`src/rtl/ram_responder.sv`:
```
// 256x8 single-clock RAM serving the CPU bus, with a byte-stream program loader,
// an optional power-on clear sweep and an independent registered debug read port.
module ram_responder #(
    parameter int ADDR_W         = 8,
    parameter int DATA_W         = 8,
    parameter bit CLEAR_ON_RESET = 1'b1
) (
    input  logic              clk_qzt,
    input  logic              reset,
    input  logic [ADDR_W-1:0] cpu_addr,
    input  logic [DATA_W-1:0] cpu_wdata,
    input  logic              cpu_we,
    output logic [DATA_W-1:0] cpu_rdata,
    output logic              cpu_hold,
    input  logic              load_start,
    input  logic [ADDR_W-1:0] load_base,
    input  logic [ADDR_W:0]   load_len,
    input  logic              load_valid,
    input  logic [DATA_W-1:0] load_data,
    output logic              load_ready,
    output logic              load_done,
    input  logic [ADDR_W-1:0] dbg_addr,
    output logic [DATA_W-1:0] dbg_data
);

    localparam int DEPTH = 1 << ADDR_W;
    localparam logic [ADDR_W-1:0] PTR_LAST = {ADDR_W{1'b1}};
    localparam logic [ADDR_W-1:0] PTR_ONE  = {{(ADDR_W-1){1'b0}}, 1'b1};
    localparam logic [ADDR_W:0]   REM_ONE  = {{ADDR_W{1'b0}}, 1'b1};
    localparam logic [ADDR_W:0]   REM_ZERO = {(ADDR_W+1){1'b0}};

    typedef enum logic [1:0] {
        ST_CLEAR = 2'd0,
        ST_IDLE  = 2'd1,
        ST_LOAD  = 2'd2
    } state_t;

    state_t              state_q;
    logic [ADDR_W-1:0]   ptr_q;
    logic [ADDR_W:0]     remaining_q;
    logic                we_old_q;
    logic [DATA_W-1:0]   cpu_rdata_q;
    logic [DATA_W-1:0]   dbg_data_q;
    logic                load_done_q;
    logic [DATA_W-1:0]   mem_q [DEPTH];

    logic                wr_en_s;
    logic [ADDR_W-1:0]   wr_addr_s;
    logic [DATA_W-1:0]   wr_data_s;

    assign cpu_hold   = (state_q != ST_IDLE);
    assign load_ready = (state_q == ST_LOAD);
    assign cpu_rdata  = cpu_rdata_q;
    assign dbg_data   = dbg_data_q;
    assign load_done  = load_done_q;

    // Single write port arbitration: clear sweep, loader, or edge-qualified CPU write.
    always_comb begin
        wr_en_s   = 1'b0;
        wr_addr_s = ptr_q;
        wr_data_s = {DATA_W{1'b0}};
        case (state_q)
            ST_CLEAR: begin
                wr_en_s   = 1'b1;
                wr_addr_s = ptr_q;
                wr_data_s = {DATA_W{1'b0}};
            end
            ST_IDLE: begin
                // A pending load start wins over a simultaneous CPU write edge.
                if (!load_start && cpu_we && !we_old_q) begin
                    wr_en_s   = 1'b1;
                    wr_addr_s = cpu_addr;
                    wr_data_s = cpu_wdata;
                end else begin
                    wr_en_s   = 1'b0;
                    wr_addr_s = ptr_q;
                    wr_data_s = {DATA_W{1'b0}};
                end
            end
            ST_LOAD: begin
                if (load_valid) begin
                    wr_en_s   = 1'b1;
                    wr_addr_s = ptr_q;
                    wr_data_s = load_data;
                end else begin
                    wr_en_s   = 1'b0;
                    wr_addr_s = ptr_q;
                    wr_data_s = {DATA_W{1'b0}};
                end
            end
            default: begin
                wr_en_s   = 1'b0;
                wr_addr_s = ptr_q;
                wr_data_s = {DATA_W{1'b0}};
            end
        endcase
        if (reset) begin
            wr_en_s = 1'b0;
        end else begin
            wr_en_s = wr_en_s;
        end
    end

    // Storage array; never reset, only written through the arbitrated port.
    always_ff @(posedge clk_qzt) begin
        if (wr_en_s) begin
            mem_q[wr_addr_s] <= wr_data_s;
        end
    end

    // Control FSM with registered read data and completion pulse.
    always_ff @(posedge clk_qzt) begin
        if (reset) begin
            state_q     <= CLEAR_ON_RESET ? ST_CLEAR : ST_IDLE;
            ptr_q       <= {ADDR_W{1'b0}};
            remaining_q <= REM_ZERO;
            we_old_q    <= 1'b0;
            cpu_rdata_q <= {DATA_W{1'b0}};
            dbg_data_q  <= {DATA_W{1'b0}};
            load_done_q <= 1'b0;
        end else begin
            we_old_q    <= cpu_we;
            dbg_data_q  <= mem_q[dbg_addr];
            load_done_q <= 1'b0;
            case (state_q)
                ST_CLEAR: begin
                    if (ptr_q == PTR_LAST) begin
                        ptr_q   <= {ADDR_W{1'b0}};
                        state_q <= ST_IDLE;
                    end else begin
                        ptr_q <= ptr_q + PTR_ONE;
                    end
                end
                ST_IDLE: begin
                    cpu_rdata_q <= mem_q[cpu_addr];
                    if (load_start) begin
                        if (load_len != REM_ZERO) begin
                            ptr_q       <= load_base;
                            remaining_q <= load_len;
                            state_q     <= ST_LOAD;
                        end else begin
                            load_done_q <= 1'b1;
                        end
                    end
                end
                ST_LOAD: begin
                    if (load_valid) begin
                        ptr_q       <= ptr_q + PTR_ONE;
                        remaining_q <= remaining_q - REM_ONE;
                        if (remaining_q == REM_ONE) begin
                            state_q     <= ST_IDLE;
                            load_done_q <= 1'b1;
                        end
                    end
                end
                default: begin
                    state_q <= ST_IDLE;
                end
            endcase
        end
    end

endmodule

```
`config.mk`:
```
export PLATFORM = sky130hd
export DESIGN_NAME = ram_responder
export DESIGN_NICKNAME = d
export VERILOG_FILES = /design/src/rtl/ram_responder.sv
export SDC_FILE = /design/constraint.sdc
export NUM_CORES = 2
export LEC_CHECK = 0
export CORE_MARGIN = 5
export CORE_UTILIZATION = 50
export CTS_CLUSTER_DIAMETER = 50
export CTS_CLUSTER_SIZE = 25
export DETAILED_ROUTE_END_ITERATION = 7
export PLACE_DENSITY_LB_ADDON = 0.1
export SLEW_MARGIN = 20
export SYNTH_ARGS = -nofsm -noshare
export SYNTH_HDL_FRONTEND = slang
export SYNTH_SLANG_ARGS = --single-unit
```
`constraint.sdc`:
```
create_clock -name clk_qzt -period 10 [get_ports clk_qzt]
set_clock_uncertainty 0.1 [all_clocks]
set_input_delay 2 -clock clk_qzt [delete_from_list [all_inputs] [get_ports clk_qzt]]
set_output_delay 2 -clock clk_qzt [all_outputs]
set_load 0.02 [all_outputs]
```
==> metrics.md <==
| Metric | Value |
|---|---|
| Least-Margin Pin Slew | `1.25 ns` |
| Worst setup SP type | `primary input` |
| Clk slew on worst S/H paths | `0.07 ns` |
| Area Overhead vs Synth | `10.4%` |
| Max cap viols | `0` |
| Cell repeated most along the worst path | `buf_4` |
| Final period utilization | `62.1%` |
| Final Util | `55.4%` |
| Slowest stage delay, CP | `0.78 ns` |
| Vias | `60400` |
| Tot GR Track Use | `33.4%` |
| Minimum clock period | `6.21 ns` |
| Initial Utilization | `50.2%` |
| Leading area contributor after synthesis | `edfxtp_1` |
| PortBufs | `72` |
| First-pass GRT wire length | `473000 µm` |
| Top post-synthesis cells by area | `edfxtp_1 63%, mux4_2 17%, mux2i_1 5.8%` |
| Fraction of layout cells with a size suffix above 1 | `23.0%` |
| Asr flop ratio synth | `0%` |
| Worst path cell trace | `buf_2 -> buf_4 -> nand2_1 -> o21ai_1 -> nand3_1 -> buf_4 -> nor2_1` |
| RSZ-0062 raised after global routing | `no` |
| H-tree depth | `4` |
| Pins Over Slew Limit | `0` |
| Std-Cell Rows | `162` |
| Largest net degree at the start of global routing | `171` |
| Synth top area share | `62.9%` |
| Status | `finished clean` |
| Routed len/inst | `41.6 µm` |
| Min-Delay Path Class | `reg -> reg` |
| Die Ht | `452 µm` |
| Remaining DRCs | `0` |
| Leak | `29.3 nW` |
| Post-Route WL | `346000 µm` |
| Worst-path maximum fanout | `31` |
| Critical Path RT | `10.38 ns` |
| Worst-case vdd ir drop | `176 µV` |
| RePlAce Congestion | `1.01` |
| Max Clk Rate | `0.161 GHz` |
| Number of synthesized flops with an enable pin | `2048` |
| Drt first pass iters | `6` |
| Antenna violations before repair | `23` |
| Mapped Cells | `5550` |
| GRT Residual Overflow | `0` |
| Final net count | `5570` |
| CTS max path bufs | `3` |
| Most common cell in the synthesized netlist | `edfxtp_1` |
| WS Path Type | `in -> reg` |
| Die width | `452 µm` |
| Main synth FF type | `edfxtp_1` |
| Setup TNS | `0 ns` |
| Count of cell types in the netlist | `65` |
| Root Buffer | `clkbuf_16` |
| Slew headroom | `16.9%` |
| Hold-fix buffers at CTS | `0` |
| Core Region | `195000 µm²` |
| Mapped Area | `97800 µm²` |
| Antenna-violating nets left | `0` |
| Syn_nets | `5611` |
| Total clock sinks | `2085` |
| Number of cells upsized or downsized after cts | `0` |
| Setup bufs post-CTS | `0` |
| Post-DP HPWL | `234000 µm` |
| Skew-Pair Late Insertion Delay | `0.85 ns` |
| Sequential area share after synthesis | `63.6%` |
| Yosys reg bits | `2085` |
| Clock tree from TritonCTS | `built` |
| Worst hold slack | `0.441 ns` |
| Die area | `205000 µm²` |
| Ports | `73` |
| Vias per cell | `7.26` |
| Syn_area_per_cell | `17.6 µm²` |
| Number of global-route vias before repair | `58200` |
| Worst EP arrival | `6.58 ns` |
| Synthesis warning total | `0` |
| Power density over the cells | `172 nW/µm²` |
| Worst setup EP type | `flop` |
| CTS buffer count | `194` |
| DR iter-0 viols | `9064` |
| Filler instances | `15200` |
| Setup-failing EPs final | `0` |
| Top post-synthesis cells by count | `2048 x edfxtp_1, 736 x mux4_2, 567 x mux2i_1` |
| Hold Vio Cnt, Final | `0` |
| Max stage delay cell, worst path | `nand3_1` |
cell families after synthesis:
kind of cell	Yosys count	synth area share, %
compound gates	906	6.65
xor+xnor	1	0.00896
fa+ha+maj	7	0.0895
buf+inv	468	2.69
flops	2085	63.6
mux	1323	23.3
simple gates	760	3.65
routing by layer:
layer	part of all wire [%]	global-route usage [%]	wire [µm]
met1	36	44.4	126000
met2	46	51.1	158000
met3	11	7.59	36800
met4	7.1	19.1	24700
met5	0.016	0	57
final timing paths:
path              slack, ns             end            from  cells after the start
hold reg to reg        0.44  remaining_q[3]  remaining_q[3]                      2
hold / removal         0.44  remaining_q[3]  remaining_q[3]                      2
setup reg to reg       4.63    mem_q[32][2]      state_q[1]                      9
setup / recovery       3.79   mem_q[111][2]     cpu_addr[2]                      7
final cells by class:
| class | instances | area (µm²) | share of cell area, % |
|---|---|---|---|
| Timing Repair Buffer | 218 | 2140 | 1.98 |
| Antenna cell | 15 | 37.5 | 0.0348 |
| Multi-Input combinational cell | 2997 | 33200 | 30.8 |
| Tap cell | 2624 | 3280 | 3.04 |
| Clock inverter | 158 | 1960 | 1.82 |
| Sequential cell | 2085 | 62200 | 57.6 |
| Clock buffer | 210 | 5040 | 4.67 |
| Inverter | 13 | 48.8 | 0.0452 |
state kept, by name, summed over array words and instances, names as in the netlist:
| signal | count |
|---|---|
| cpu_rdata | 8 |
| dbg_data | 8 |
| load_done | 1 |
| mem_q | 2048 |
| ptr_q | 8 |
| remaining_q | 9 |
| state_q | 2 |
| we_old_q | 1 |
stage by stage:
step | instances | setup WS (ns) | power (mW) | area [µm²]
6_report | 8320 | 3.79 | 18.5 | 108000
4_1_cts | 8305 | 3.92 | 18.6 | 108000
2_1_floorplan | 5550 | 2.40 | 10.2 | 97800
3_3_place_gp | 7936 | 2.99 | 10.6 | 101000
3_5_place_dp | 7937 | 3.00 | 10.6 | 101000
5_1_grt | 8309 | 3.81 | 19.0 | 108000
critical path: cells and delay by family:
family	cells	cell delay [ns]
simple gates	3	2.10
buf+inv	3	1.74
compound gates	1	0.63
placed cells by master (no fill, tap or decap), drive strengths merged, types with 15 or more instances in the layout:
cell type      Yosys  final
clkdlybuf4s50      0     63
nand3             98     98
a21oi            147    147
buf              263    155
inv               11     80
o211ai            17     17
bufinv             0     19
clkinv             2     56
dfxtp             37     37
a22oi            234    234
nand2            134    134
nor4              23     23
nor3              36     36
a22o              56     56
nand3b            20     20
o221ai           111    111
clkbuf           192    210
nor2b             17     17
nand4             17     17
o21ai             48     48
edfxtp          2048   2048
a221oi            46     46
nor2             315    315
mux2i            567    567
mux4             756    756
o22ai            113    113
or3               17     17
clkinvlp           0     16
diode              0     15
a211oi            56     56
report_power, final:
group	switching (mW)	internal, mW
sequential	0.0171	9.45
combinational	0.675	0.318
clock	3.76	4.33
total	4.45	14.1
Note: power is estimated with default switching activity, not from simulation.
